<file path="config.mk">
export PLATFORM = sky130hd
export DESIGN_NAME = perf_event_monitor
export DESIGN_NICKNAME = d
export VERILOG_FILES = /design/src/rtl/perf_event_monitor.sv
export SDC_FILE = /design/constraint.sdc
export NUM_CORES = 2
export LEC_CHECK = 0
export ABC_AREA = 1
export ABC_CLOCK_PERIOD_IN_PS = 15500
export CORE_ASPECT_RATIO = 1.75
export CORE_MARGIN = 5
export CORE_UTILIZATION = 40
export CTS_CLUSTER_DIAMETER = 40
export DETAILED_ROUTE_END_ITERATION = 16
export GPL_TIMING_DRIVEN = 0
export SLEW_MARGIN = 40
export SYNTH_ARGS = -nofsm -noshare
export SYNTH_HDL_FRONTEND = slang
export SYNTH_SLANG_ARGS = --single-unit
export TNS_END_PERCENT = 1
</file>
<file path="constraint.sdc">
create_clock -name clk_i -period 15.5 [get_ports clk_i]
set_input_delay 3.1 -clock clk_i [delete_from_list [all_inputs] [get_ports clk_i]]
set_output_delay 3.1 -clock clk_i [all_outputs]
set_load 0.005 [all_outputs]
</file>
<file path="src/rtl/perf_event_monitor.sv">
// Writeback-stage performance monitor: classifies retiring instructions into
// saturating totals, per-window accumulators and window snapshots, with a registered read port.
module perf_event_monitor #(
   parameter int unsigned NUM_RET = 1,
   parameter int unsigned CNT_W   = 32,
   parameter int unsigned WINDOW  = 1000
) (
   input  logic                   clk_i,
   input  logic                   reset_i,
   input  logic [NUM_RET-1:0]     valid_w_i,
   input  logic                   stall_w_i,
   input  logic [32*NUM_RET-1:0]  instr_w_i,
   input  logic                   freeze_i,
   input  logic                   clear_i,
   input  logic [2:0]             rd_sel_i,
   input  logic                   rd_win_i,
   output logic [CNT_W-1:0]       rd_data_o,
   output logic                   snap_valid_o,
   output logic [7:0]             sat_o
);

   localparam bit          WIN_EN = (WINDOW != 0);
   localparam int unsigned POS_W  = (WINDOW == 0) ? 1 : $clog2(WINDOW + 1);
   localparam int unsigned LAST_I = (WINDOW == 0) ? 0 : WINDOW - 1;
   localparam logic [POS_W-1:0] LAST = POS_W'(LAST_I);
   localparam logic [CNT_W-1:0] MAX  = '1;
   localparam logic [CNT_W:0]   ONE  = {{CNT_W{1'b0}}, 1'b1};

   typedef enum logic [2:0] {
      IDX_CYCLES  = 3'd0,
      IDX_RETIRED = 3'd1,
      IDX_ALU     = 3'd2,
      IDX_LOAD    = 3'd3,
      IDX_STORE   = 3'd4,
      IDX_BRANCH  = 3'd5,
      IDX_OTHER   = 3'd6,
      IDX_STALL   = 3'd7
   } cnt_idx_e;

   logic [CNT_W-1:0] total     [8];
   logic [CNT_W-1:0] accum     [8];
   logic [CNT_W-1:0] snap      [8];
   logic [CNT_W-1:0] total_nxt [8];
   logic [CNT_W-1:0] accum_nxt [8];
   logic [CNT_W:0]   inc       [8];
   logic [7:0]       sat_hit;
   logic [POS_W-1:0] pos;
   logic [6:0]       op;
   logic [CNT_W:0]   sum_t;
   logic [CNT_W:0]   sum_a;

   // Increments are held at CNT_W+1 bits so the saturation compare never wraps
   always_comb begin
      op    = '0;
      sum_t = '0;
      sum_a = '0;
      for (int unsigned i = 0; i < 8; i++) begin
         inc[i] = '0;
      end
      inc[IDX_CYCLES] = ONE;
      inc[IDX_STALL]  = {{CNT_W{1'b0}}, stall_w_i};
      for (int unsigned k = 0; k < NUM_RET; k++) begin
         op = instr_w_i[32*k +: 7];
         if (valid_w_i[k] && !stall_w_i && instr_w_i[32*k +: 32] != 32'h0000_0013) begin
            inc[IDX_RETIRED] = inc[IDX_RETIRED] + ONE;
            case (op)
               7'b0110011, 7'b0010011,
               7'b0010111, 7'b0110111: inc[IDX_ALU]    = inc[IDX_ALU] + ONE;
               7'b0000011:             inc[IDX_LOAD]   = inc[IDX_LOAD] + ONE;
               7'b0100011:             inc[IDX_STORE]  = inc[IDX_STORE] + ONE;
               7'b1100011, 7'b1101111,
               7'b1100111:             inc[IDX_BRANCH] = inc[IDX_BRANCH] + ONE;
               default:                inc[IDX_OTHER]  = inc[IDX_OTHER] + ONE;
            endcase
         end
      end
      for (int unsigned i = 0; i < 8; i++) begin
         sum_t        = {1'b0, total[i]} + inc[i];
         sat_hit[i]   = (sum_t >= {1'b0, MAX});
         total_nxt[i] = sat_hit[i] ? MAX : sum_t[CNT_W-1:0];
         sum_a        = {1'b0, accum[i]} + inc[i];
         accum_nxt[i] = (sum_a >= {1'b0, MAX}) ? MAX : sum_a[CNT_W-1:0];
      end
   end

   always_ff @(posedge clk_i) begin
      if (reset_i) begin
         for (int unsigned i = 0; i < 8; i++) begin
            total[i] <= '0;
            accum[i] <= '0;
            snap[i]  <= '0;
         end
         pos          <= '0;
         sat_o        <= '0;
         rd_data_o    <= '0;
         snap_valid_o <= 1'b0;
      end else begin
         rd_data_o    <= rd_win_i ? snap[rd_sel_i] : total[rd_sel_i];
         snap_valid_o <= 1'b0;
         if (clear_i) begin
            // Snapshots survive a clear so the last completed window stays readable
            for (int unsigned i = 0; i < 8; i++) begin
               total[i] <= '0;
               accum[i] <= '0;
            end
            pos   <= '0;
            sat_o <= '0;
         end else if (!freeze_i) begin
            for (int unsigned i = 0; i < 8; i++) begin
               total[i] <= total_nxt[i];
            end
            sat_o <= sat_o | sat_hit;
            if (WIN_EN) begin
               if (pos == LAST) begin
                  for (int unsigned i = 0; i < 8; i++) begin
                     snap[i]  <= accum_nxt[i];
                     accum[i] <= '0;
                  end
                  pos          <= '0;
                  snap_valid_o <= 1'b1;
               end else begin
                  for (int unsigned i = 0; i < 8; i++) begin
                     accum[i] <= accum_nxt[i];
                  end
                  pos <= pos + POS_W'(1);
               end
            end
         end
      end
   end

endmodule

</file>
==> results.cfg <==
[logic_synthesis]
synth_edf_count = 704
synth_cell_type_count = 48
syn_nets = 8141
synth_xor_area_frac = 0.0331
yosysWarnings = 0
synth-simple-area-share = 0.350
yosys_most_used_dff = edfxtp_1
synth-compound-area-share = 0.0704
synth_mux_area_frac = 0
synth_async_sr_flop_share = 0
synth.avg_cell_area_um2 = 6.95
synth_fa_ha_area_frac = 0.00781
ys_seq_area_frac = 0.418
synth_cells = 8064
ys_ff_latch = 819
synth_top_family_by_area = simple AND/OR/NAND/NOR gates
synth_area_um2 = 56000

[place]
place.gp.congestion = 1.07
placed_cell_area_um2 = 59800
port_buffers = 80
dp_hpwl_mm = 203

[die]
die-area_um2 = 148000
start_util = 0.402
die_w_um = 293
core-area_um2 = 139000
die_h_um = 505
boundaryPins = 83
placementRows = 181

[cells_and_area]
layout-drive-gt1-share = 0.0645
regArea_um2 = 23400
fillCellCount = 14400
multi_input_area_um2 = 26000
final_cell_mix = nand2_1, inv_1, nor2_1, nand3_1, edfxtp_1
synthToLayoutAreaGrowth_pct = 13.6
final_common_cell = nand2_1
fin_util = 0.457
finalInstanceArea_um2 = 63700
finalNetCount = 8362

[global_route]
grt_pass1_vias = 53700
grt_pass1_wl_mm = 348
antenna_found_initial = 7
gr-total-overflow = 0
grtUsageTotal = 0.322
grt_max_degree = 38

[power_and_ir_drop]
p_comb_frac = 0.088
p_leak_nw = 29.9
vdd_drop_max_uv = 98.5
p_clk_frac = 0.465
total_power_mw = 5.77
sequentialPowerShare = 0.447
power_density_nw_per_um2 = 90.6
intPower_mw = 4.10
switching_power_mw = 1.67
switching_share = 0.289

[critical_path]
cp_slowest_cell = clkdlybuf4s50_1
critPathKind = primary input to flip-flop
worstPathArrival_ps = 8130
path_max_fanout = 10
critPathRequiredTime_ps = 16130
slowest_delay_ps = 750
crit_top_cell = nand2_1
critPathBufInv = 6
cp-start-kind = primary input
crit_path_end_kind = flip-flop
crit_path_cell_trace = clkdlybuf4s50_1 -> nor2_1 -> nand2_1 -> inv_1 -> ha_1 -> ha_1 -> nand2_1 -> nor2_1 -> inv_1 -> nor2_1 -> nand3_1 -> inv_1 -> nand2_1 -> nand2_1 -> nand2_1 -> nor2_1 -> nand2_1 -> nor2_1 -> nand3_1 -> buf_2 -> nand3_1 -> nand2_1 -> inv_1
crit_family = simple AND/OR/NAND/NOR gates

[clock_network]
cts_hold_buf = 0
insertion_delay_ps = 790
clock-sinks = 819
cts_made_buffers = 112
root_buffer = clkbuf_16
clkTransAtPathRegs_ps = 60
cts_tree = yes
cts_resized = 0
clk_path_buf_depth = 3
postCtsSetupBuffers = 0
cts_htree_levels = 3

[timing]
whs_ps = 454
fmaxAchievable_ghz = 0.133
min_period_ps = 7490
worstMarginPinSlew_ps = 992
fin_crit_sh = 0.483
slew_headroom = 0.332
final_hold_viol_count = 0
skew_ps = 39.5
setup_viol = 0
tns_ps = 0
maxSlewViolCount = 0
rsz0062_at_grt = false

[hold_path]
min_path_type = flip-flop to flip-flop

[route]
drt-total-wl_mm = 247
m1WireLength_mm = 77.7
drt-pass1-iter-count = 9
wl_per_cell_um = 24.1
drtIter0Drc = 3992
drc = 0
vias_per_cell = 5.32
wl_met3_mm = 11.9
detail-route-antenna-nets = 0
routed.top_layer = met5
met2_length_mm = 127
vias = 54400

[outcome]
status = finished, final reports clean

[flow_run]
maxCapViolations = 0
-- state kept, by name (all words and copies together) (netlist names) --
register      count
accum           256
snap            256
total           256
rd_data_o        32
pos              10
sat_o             8
snap_valid_o      1
-- worst min-delay path, delay by kind of cell (launching register included) --
kind	cells	cell delay [ps]
flip-flops	1	310
AND/OR/NAND/NOR	2	100
-- final timing paths --
check	from	to	slack (ps)	cells after the start
max reg2reg	total[1][0]	total[1][19]	11770	19
min	sat_o[7]	sat_o[7]	450	2
max	stall_w_i	total[1][19]	8010	23
min reg2reg	sat_o[7]	sat_o[7]	450	2
-- layer usage --
| metal | vias to the layer above | global-route usage |
|---|---|---|
| met1 | 25100 | 0.293 |
| li1 | 26300 | - |
| met3 | 881 | 0.0457 |
| met5 | - | 0 |
| met4 | 2 | 0.309 |
| met2 | 2079 | 0.596 |
-- cell type report --
class                   count  share of cell area
diodes                      7            0.000275
plain buffers             302              0.0219
clock buffers             120              0.0451
clock inverters            94              0.0158
inverters                1426              0.0840
multi-input cells        5517               0.408
flip-flops and latches    819               0.368
well taps                1830              0.0360
repair buffers            107              0.0211
-- kinds of logic after synthesis --
group                    after synthesis
AND/OR/NAND/NOR                     4590
AO/OA/AOI/OAI                        681
buffers and inverters               1728
XOR/XNOR                             211
flip-flops                           819
adder cells (fa/ha/maj)               35
-- synth_stat cells, types with 13 or more instances --
cell	number	area (um^2)
nand2_1	2348	8810
inv_1	1415	5310
nor2_1	949	3560
nand3_1	774	3870
edfxtp_1	704	21100
o21ai_0	307	1540
a21oi_1	193	966
clkbuf_1	189	709
nor3_1	177	886
xor2_1	172	1510
nand4_1	142	888
dfxtp_1	115	2300
buf_2	54	270
nand3_2	54	541
o221ai_1	54	473
nor2_2	50	313
a21oi_2	48	420
xnor2_1	38	333
ha_1	35	438
buf_1	33	124
o22ai_1	28	175
o211ai_1	27	203
buf_6	20	225
nand3b_1	18	135
nor4_1	15	93.8
nand2_2	14	87.6
nor3b_1	13	97.6
-- per-stage QoR --
step	setup slack (ps)	std cells
floorplan	4630	8064
global placement	449	9974
detailed placement	7350	10000
CTS	8170	10200
global route	7840	10200
finish	8010	10200
-- power groups by stage --
stage | Sequential, mW | Combinational [mW] | Clock, mW
after floorplan | 2.58 | 0.261 | 0
after global placement | 2.64 | 0.472 | 0
after detailed placement | 2.62 | 0.495 | 0
after CTS | 2.58 | 0.496 | 2.72
after global routing | 2.58 | 0.533 | 2.82
final | 2.58 | 0.507 | 2.68
(Power assumes the default switching activity.)
